### config.mk
export PLATFORM = sky130hd
export DESIGN_NAME = multicore_mem_arbiter
export DESIGN_NICKNAME = d
export VERILOG_FILES = /design/src/rtl/multicore_mem_arbiter.sv
export SDC_FILE = /design/constraint.sdc
export NUM_CORES = 1
export LEC_CHECK = 0
export ABC_CLOCK_PERIOD_IN_PS = 6290
export BUFFER_PORTS_ARGS = -buffer_cell sky130_fd_sc_hd__buf_4
export CAP_MARGIN = 10
export CORE_MARGIN = 2
export CORE_UTILIZATION = 48
export DETAILED_ROUTE_END_ITERATION = 7
export GPL_TIMING_DRIVEN = 0
export PLACE_DENSITY = 0.88
export RECOVER_POWER = 100
export SETUP_SLACK_MARGIN = 0.1
export SLEW_MARGIN = 20
export SYNTH_ARGS = -nofsm -noshare
export SYNTH_HDL_FRONTEND = slang
export SYNTH_SLANG_ARGS = --single-unit
### constraint.sdc
create_clock -name clk -period 6.29 [get_ports clk]
set_input_delay 0.3145 -clock clk [delete_from_list [all_inputs] [get_ports clk]]
set_output_delay 0.3145 -clock clk [all_outputs]
set_load 0.05 [all_outputs]
### src/rtl/multicore_mem_arbiter.sv
// Round-robin arbiter sharing one single-port memory between N picorv32 native-bus cores.
// Each core's local window is relocated to base i*REGION_BYTES; one transaction in flight.
module multicore_mem_arbiter #(
  parameter int unsigned N            = 2,
  parameter int unsigned REGION_BYTES = 1024,
  parameter int unsigned TIMEOUT      = 255,
  parameter logic [31:0] ERR_DATA     = 32'hDEADBEEF,
  localparam int unsigned GW          = (N > 1) ? $clog2(N) : 1
) (
  input  logic                  clk,
  input  logic                  reset,
  input  logic [N-1:0]          core_valid,
  input  logic [N-1:0]          core_instr,
  input  logic [N-1:0][31:0]    core_addr,
  input  logic [N-1:0][31:0]    core_wdata,
  input  logic [N-1:0][3:0]     core_wstrb,
  output logic [N-1:0]          core_ready,
  output logic [N-1:0][31:0]    core_rdata,
  output logic [N-1:0]          core_err,
  output logic                  mem_valid,
  output logic                  mem_instr,
  output logic [31:0]           mem_addr,
  output logic [31:0]           mem_wdata,
  output logic [3:0]            mem_wstrb,
  input  logic                  mem_ready,
  input  logic [31:0]           mem_rdata,
  output logic [GW-1:0]         grant_id
);

  typedef enum logic [1:0] {StIdle, StIssue, StResp} state_e;

  state_e        state_q;
  logic [GW-1:0] last_q;
  logic [15:0]   cnt_q;

  logic [GW-1:0] sel;
  logic [GW-1:0] cand;
  logic          any_valid;
  logic          in_range;
  logic [31:0]   reloc_addr;

  // Scan starts just above the last grant so the served core ranks last.
  always_comb begin
    sel       = last_q;
    cand      = last_q;
    any_valid = 1'b0;
    for (int unsigned k = 1; k <= N; k++) begin
      cand = GW'((32'(last_q) + k) % N);
      if (!any_valid && core_valid[cand]) begin
        any_valid = 1'b1;
        sel       = cand;
      end
    end
    in_range   = core_addr[sel] < 32'(REGION_BYTES);
    reloc_addr = 32'(sel) * 32'(REGION_BYTES) + core_addr[sel];
  end

  always_ff @(posedge clk or posedge reset) begin
    if (reset) begin
      state_q    <= StIdle;
      last_q     <= GW'(N - 1);
      cnt_q      <= '0;
      core_ready <= '0;
      core_rdata <= '0;
      core_err   <= '0;
      mem_valid  <= 1'b0;
      mem_instr  <= 1'b0;
      mem_addr   <= '0;
      mem_wdata  <= '0;
      mem_wstrb  <= '0;
      grant_id   <= '0;
    end else begin
      core_ready <= '0;
      core_err   <= '0;
      unique case (state_q)
        StIdle: begin
          if (any_valid) begin
            grant_id <= sel;
            if (in_range) begin
              mem_valid <= 1'b1;
              mem_addr  <= reloc_addr;
              mem_instr <= core_instr[sel];
              mem_wdata <= core_wdata[sel];
              mem_wstrb <= core_wstrb[sel];
              state_q   <= StIssue;
            end else begin
              // Out-of-window access completes with an error and never reaches memory.
              core_ready[sel] <= 1'b1;
              core_err[sel]   <= 1'b1;
              core_rdata[sel] <= ERR_DATA;
              state_q         <= StResp;
            end
          end
        end
        StIssue: begin
          if (mem_ready) begin
            mem_valid            <= 1'b0;
            core_ready[grant_id] <= 1'b1;
            core_rdata[grant_id] <= mem_rdata;
            state_q              <= StResp;
          end else if (cnt_q == 16'(TIMEOUT - 1)) begin
            mem_valid            <= 1'b0;
            core_ready[grant_id] <= 1'b1;
            core_err[grant_id]   <= 1'b1;
            core_rdata[grant_id] <= ERR_DATA;
            state_q              <= StResp;
          end else begin
            cnt_q <= cnt_q + 16'd1;
          end
        end
        StResp: begin
          last_q  <= grant_id;
          cnt_q   <= '0;
          state_q <= StIdle;
        end
        default: state_q <= StIdle;
      endcase
    end
  end

endmodule

======== Word level (Yosys, flattened, before mapping) ========
Index checks and enable logic that the tools add are counted.
cells by class
  add/subtract/negate cells ............... 4
  multiply operators ...................... 0
  div/mod/pow operators ................... 0
  order comparisons ....................... 7
  equal/unequal tests ..................... 9
  shifts and indexed selects .............. 0
  muxes and demuxes ....................... 50
  bitwise logic cells ..................... 6
  reductions and logical operators ........ 13
operator list
  cell                     count
  $mux W64                 4
  $mux W32                 6
  $pmux W64 S2             1
  $or A48 B48 Y48          2
  $bwmux W64               1
  $demux W32 S1            2
  $add A11 B32 Y32         1
  $and A16 B16 Y16         2
  $lt A32 B11 Y1 const B   1
  $mux W16                 2
  $not A16 Y16             2
  $pmux W16 S2             1
  $mux W2                  9
  $add A16 B1 Y16 const B  1
  $eq A16 B8 Y1 const B    1
  $mux W1                  16
  $pmux W2 S2              3
  $ne A2 B2 Y1 const B     5
  $lt A1 B2 Y1 const B     4
  $mux W4                  2
  $reduce_and A4 Y1        2
  $reduce_and A3 Y1        2
  $reduce_and A2 Y1        2
  $reduce_bool A2 Y1       2
  other kinds (10)         15
word-level totals
  register bits after elaboration ......... 158
  bits in latches ......................... 0
  memory bits (writable) .................. 0
  memory bits (read-only) ................. 0
  input bits .............................. 175
  memories ................................ 0

======== Depth between registers and ports, before layout ========
  depth in word-level cells ............... 16
  depth in mapped cells ................... 11
  gate-level depth less buffers ........... 9

======== Worst setup path after synthesis ========
Ideal clock, no wire load.
  kind .................................... register to register
  start ................................... register last_q
  end ..................................... register mem_addr[11]
  setup time .............................. 125 ps
  data arrival time ....................... 2,067 ps
  data required time ...................... 6,165 ps
  path slack .............................. 4,098 ps
  stages on the path, launching flop included .. 11
  path buffers ............................ 3
  clock period less this slack ............ 2,192 ps
  cells stage by stage .................... dfstp_2 -> nor2_1 -> a21o_1 -> buf_2 -> buf_2 -> buf_2 -> nand2_1 -> nand2_1 -> ha_1 -> ha_1 -> mux2_2
RTL lines
  item                                         line  source
  from (decl)                                  33    logic [GW-1:0] last_q;
  from (signal assigned)                       61    last_q <= GW'(N - 1);
  from (signal assigned)                       112   last_q <= grant_id;
  $add A1 B1 Y1                                48    cand = GW'((32'(last_q) + k) % N);
  $mux W1 (implied by the code) (2 in a row)   49    if (!any_valid && core_valid[cand]) begin
  $mux W1                                      49
  $logic_not A1 Y1                             49
  $logic_and A1 B1 Y1                          49
  $mux W1 (*)                                  49
  $mux W32 (implied by the code) (2 in a row)  55    reloc_addr = 32'(sel) * 32'(REGION_BYTES) + core_addr[sel];
  $add A11 B32 Y32 (*)                         55
  via reloc_addr[11]                           40    logic [31:0] reloc_addr;
  to (signal assigned)                         81    mem_addr <= reloc_addr;
  to (decl)                                    22    output logic [31:0] mem_addr,
Mark *: on every way through the listed nets, which the timed path passes. The rest lies on a longest branch. The select of a mux whose other input is x is not followed.
A chain may end at the register's enable or synchronous reset.

======== Final worst setup path ========
  start ................................... register last_q
  end ..................................... register core_rdata[63] in the netlist's numbering
on the way
  word-level cells in the longest chain between the ends .. 15
RTL lines
  item                                                                    line  source
  $add A1 B1 Y1                                                           48
  $mux W1 (implied by the code) (2 in a row)                              49
  $mux W1                                                                 49
  $logic_not A1 Y1                                                        49
  $logic_and A1 B1 Y1                                                     49
  $mux W1 (*)                                                             49
  via sel                                                                 36    logic [GW-1:0] sel;
  parallel branches: the longest is 8 deep, another holds $lt A32 B11 Y1  -
  to (signal, indexed assignment)                                         99    core_rdata[grant_id] <= mem_rdata;
  to (decl)                                                               18    output logic [N-1:0][31:0] core_rdata,
Mark *: on every way through the listed nets, which the timed path passes. The select of a mux whose other input is x is not followed.

==> impl_metrics.csv <==
group,metric,value,unit
power_and_ir_drop,share_seq_of_total_power,34.5,%
cells_and_area,drive_gt1_share,19.7,%
power_and_ir_drop,p_per_area,371,nW/um^2
timing,fmax,0.272,GHz
setup_path,rrSetupSlack,2610,ps
power_and_ir_drop,power.total,3.74,mW
floorplanning,pin_count,314,
detailed_routing,drt_iter0_markers,579,
power_and_ir_drop,p_sw,1.48,mW
clock_tree,htreeDepth,4,
setup_path,r2r_start,"last_q$_DFFE_PP1P_",
timing,finalHoldViolations,0,
placement,gp_congestion,0.920,
cells_and_area,final_area,10100,sq um
placement,portBuffers,312,
detailed_routing,drc,0,
synth,syn_area_per_cell,9.58,sq um
detailed_routing,ant_nets,0,
timing,worstMarginPinSlew,3390,ps
detailed_routing,routed_via_density,5.63,
global_routing,grt_pass1_vias,7254,
synth,ys_types,46,
clock_tree,cts_tree,"built",
setup_path,worstPathRequired,6580,ps
clock_tree,cts_buffers,17,
synth,yosysMostFrequentCell,"dfrtp_1",
detailed_routing,via_count,7325,
cells_and_area,nNetsFinal,1277,
synth,synth_ff_type,"dfrtp_1",
power_and_ir_drop,pwr-share-clk,31.8,%
floorplanning,die_w,128,um
clock_tree,clkTransAtPathRegs,60,ps
setup_path,critPathLaunch,"last_q$_DFFE_PP1P_",
placement,place_ws,3690,ps
power_and_ir_drop,swShare,39.5,%
power_and_ir_drop,irDropWorstVdd,0.000189,V
synth,synth.net_count,944,
synth,synthTopCellsByArea,"dfrtp_1, mux2i_1, nand2_1, o22ai_1, o21ai_0",
synth,synth_top_area_share,53.6,%
setup_path,crit_type,"reg -> reg",
setup_path,r2r-end,"core_rdata[63]$_DFFE_PP0P_",
synth,async_flop_share,100,%
global_routing,gr-total-overflow,0,
global_routing,antenna_found_initial,1,
synth,synth_edf_count,0,
min_path,min_path_type,"in -> reg",
floorplanning,num_rows,45,
cells_and_area,fin_util,66.9,%
run,drv_cap,1,
timing,finalSetupViolCount,0,
setup_path,end_kind,"flop",
synth,synth_warnings,0,
clock_tree,post-cts-setup-buffers,0,
detailed_routing,drt_first_pass_iters,5,
setup_path,arrival,3970,ps
timing,timing.final.crit_share,58.5,%
placement,dp_hpwl,18300,um
setup_path,crit_fanout,10,
floorplanning,core,15100,sq um
timing,rsz0062_at_grt,"no",
floorplanning,dieArea,16300,sq um
timing,final.min_clock_period,3680,ps
power_and_ir_drop,internal-power,2.27,mW
setup_path,rr_worst_depth,8,
synth,synth_common_cells,"dfrtp_1, nand2_1, o21ai_0, a21oi_1, o22ai_1",
clock_tree,clk_latency,430,ps
placement,place_area,9940,sq um
detailed_routing,routed_wl,24500,um
floorplanning,die_h,128,um
clock_tree,clock_path_buffers,2,
setup_path,crit_path_end,"core_rdata[63]$_DFFE_PP0P_",
setup_path,critPathLaunchType,"flop",
status,violations,"capacitance limit, slew limit",
cells_and_area,areaGrowthSynthToFinish,37.6,%
status,status,"complete, but fails checks",
synth,syn-cell-area,7330,sq um
timing,worst_slack,2610,ps
timing,skew,13.3,ps
power_and_ir_drop,comb_power_share,33.7,%
timing,relSlewSlack,-127,%
global_routing,grt.total_usage,29.8,%
synth,yosys.area.top_type,"dfrtp_1",
detailed_routing,wl_per_cell,18.8,um
global_routing,grt_pass1_wl,37600,um
clock_tree,cts-root-buf,"clkbuf_16",
floorplanning,initial_core_util,48.6,%
synth,synth_seq_cells,158,
power_and_ir_drop,p_leak,4.82,nW
clock_tree,clock-sinks,158,
synth,ys_seq_area_share,54.0,%
synth,syn_inst,765,
global_routing,grt_start_max_net_pins,83,
timing,final_max_slew_viol_count,77,
==> layout make-up <==
class / count / area (sq um)
well taps: 188 / 235
diodes: 1 / 2.50
flip-flops and latches: 158 / 3960
fillers: 1257 / 5000
clock buffers: 19 / 453
inverters: 49 / 185
multi-input cells: 507 / 2970
clock inverters: 13 / 236
plain buffers: 51 / 198
repair buffers: 314 / 1860
==> worst min-delay path by stage <==
stage / to / startpoint / depth (start not counted)
CTS: core_rdata[8]$_DFFE_PP0P_ / mem_rdata[8] / 3
global placement: last_q$_DFFE_PP1P_ / last_q$_DFFE_PP1P_ / 2
global route: core_rdata[8]$_DFFE_PP0P_ / mem_rdata[8] / 3
finish: core_rdata[8]$_DFFE_PP0P_ / mem_rdata[8] / 3
floorplan: last_q$_DFFE_PP1P_ / last_q$_DFFE_PP1P_ / 2
detailed placement: mem_wdata[30]$_DFFE_PP0P_ / reset / 2
==> layer usage <==
layer,global-route usage [%],part of all wire [%]
met1,35.3,37
met3,7.58,8.6
met2,52.2,51
met5,0,0
met4,11.2,3.3
==> per-stage QoR <==
| step | TNS (ps) | hold slack (ps) | instances |
|---|---|---|---|
| after floorplan | 0 | 446 | 765 |
| after global placement | -7430 | 458 | 1265 |
| after detailed placement | 0 | 423 | 1266 |
| after CTS | 0 | 116 | 1299 |
| after global routing | 0 | 141 | 1300 |
| final | 0 | 133 | 1300 |
==> cells in the final DEF (no fill, tap or decap), drive strengths merged, types with 14 or more instances in the layout <==
cell type  instances
nor2              19
nand3             14
a21oi             66
o21ai             78
dfrtp            157
inv               47
clkbuf           200
o22ai             66
mux2i             53
and2              21
buf              183
nand2            113
a22oi             15
==> sequential cells by signal, summed over array words and instances (netlist names) <==
signal,flops
core_rdata,64
cnt_q,16
grant_id,1
last_q,1
state_q,2
core_ready,2
mem_addr,32
mem_valid,1
mem_wdata,32
mem_wstrb,4
mem_instr,1
core_err,2
==> repair_timing <==
item | 4_1_cts | 5_1_grt
hold endpoints to repair | 75 | 0
resized for setup | 0 | 0
endpoints found under the setup margin | 0 | 0
hold buffers | 1 | 0
==> worst max-delay path, cell delays in order (launching register included) <==
cell and delay (ps):
dfstp_1 540, a21o_1 120, clkbuf_1 440, inv_1 290, nor3_1 370, nor3b_1 190, nor3_1 980, clkbuf_1 450
o22ai_1 150
==> power by group through the flow <==
stage          Combinational [mW]  Clock [mW]  Sequential (mW)
3_5_place_dp                 1.37           0             1.31
3_3_place_gp                 1.34           0             1.30
4_1_cts                      1.38        1.20             1.29
2_1_floorplan               0.427           0             1.77
6_report                     1.26        1.19             1.29
5_1_grt                      1.34        1.25             1.31
==> logic make-up after synthesis <==
family / after synthesis / synth area share [%]
XOR/XNOR: 6 / 0.717
adder cells (fa/ha/maj): 4 / 0.683
multiplexers: 56 / 7.70
AND/OR/NAND/NOR: 209 / 13.8
buffers and inverters: 100 / 5.43
AO/OA/AOI/OAI: 232 / 17.8
flip-flops: 158 / 54.0
No activity file was read; power rests on OpenSTA's default activity.
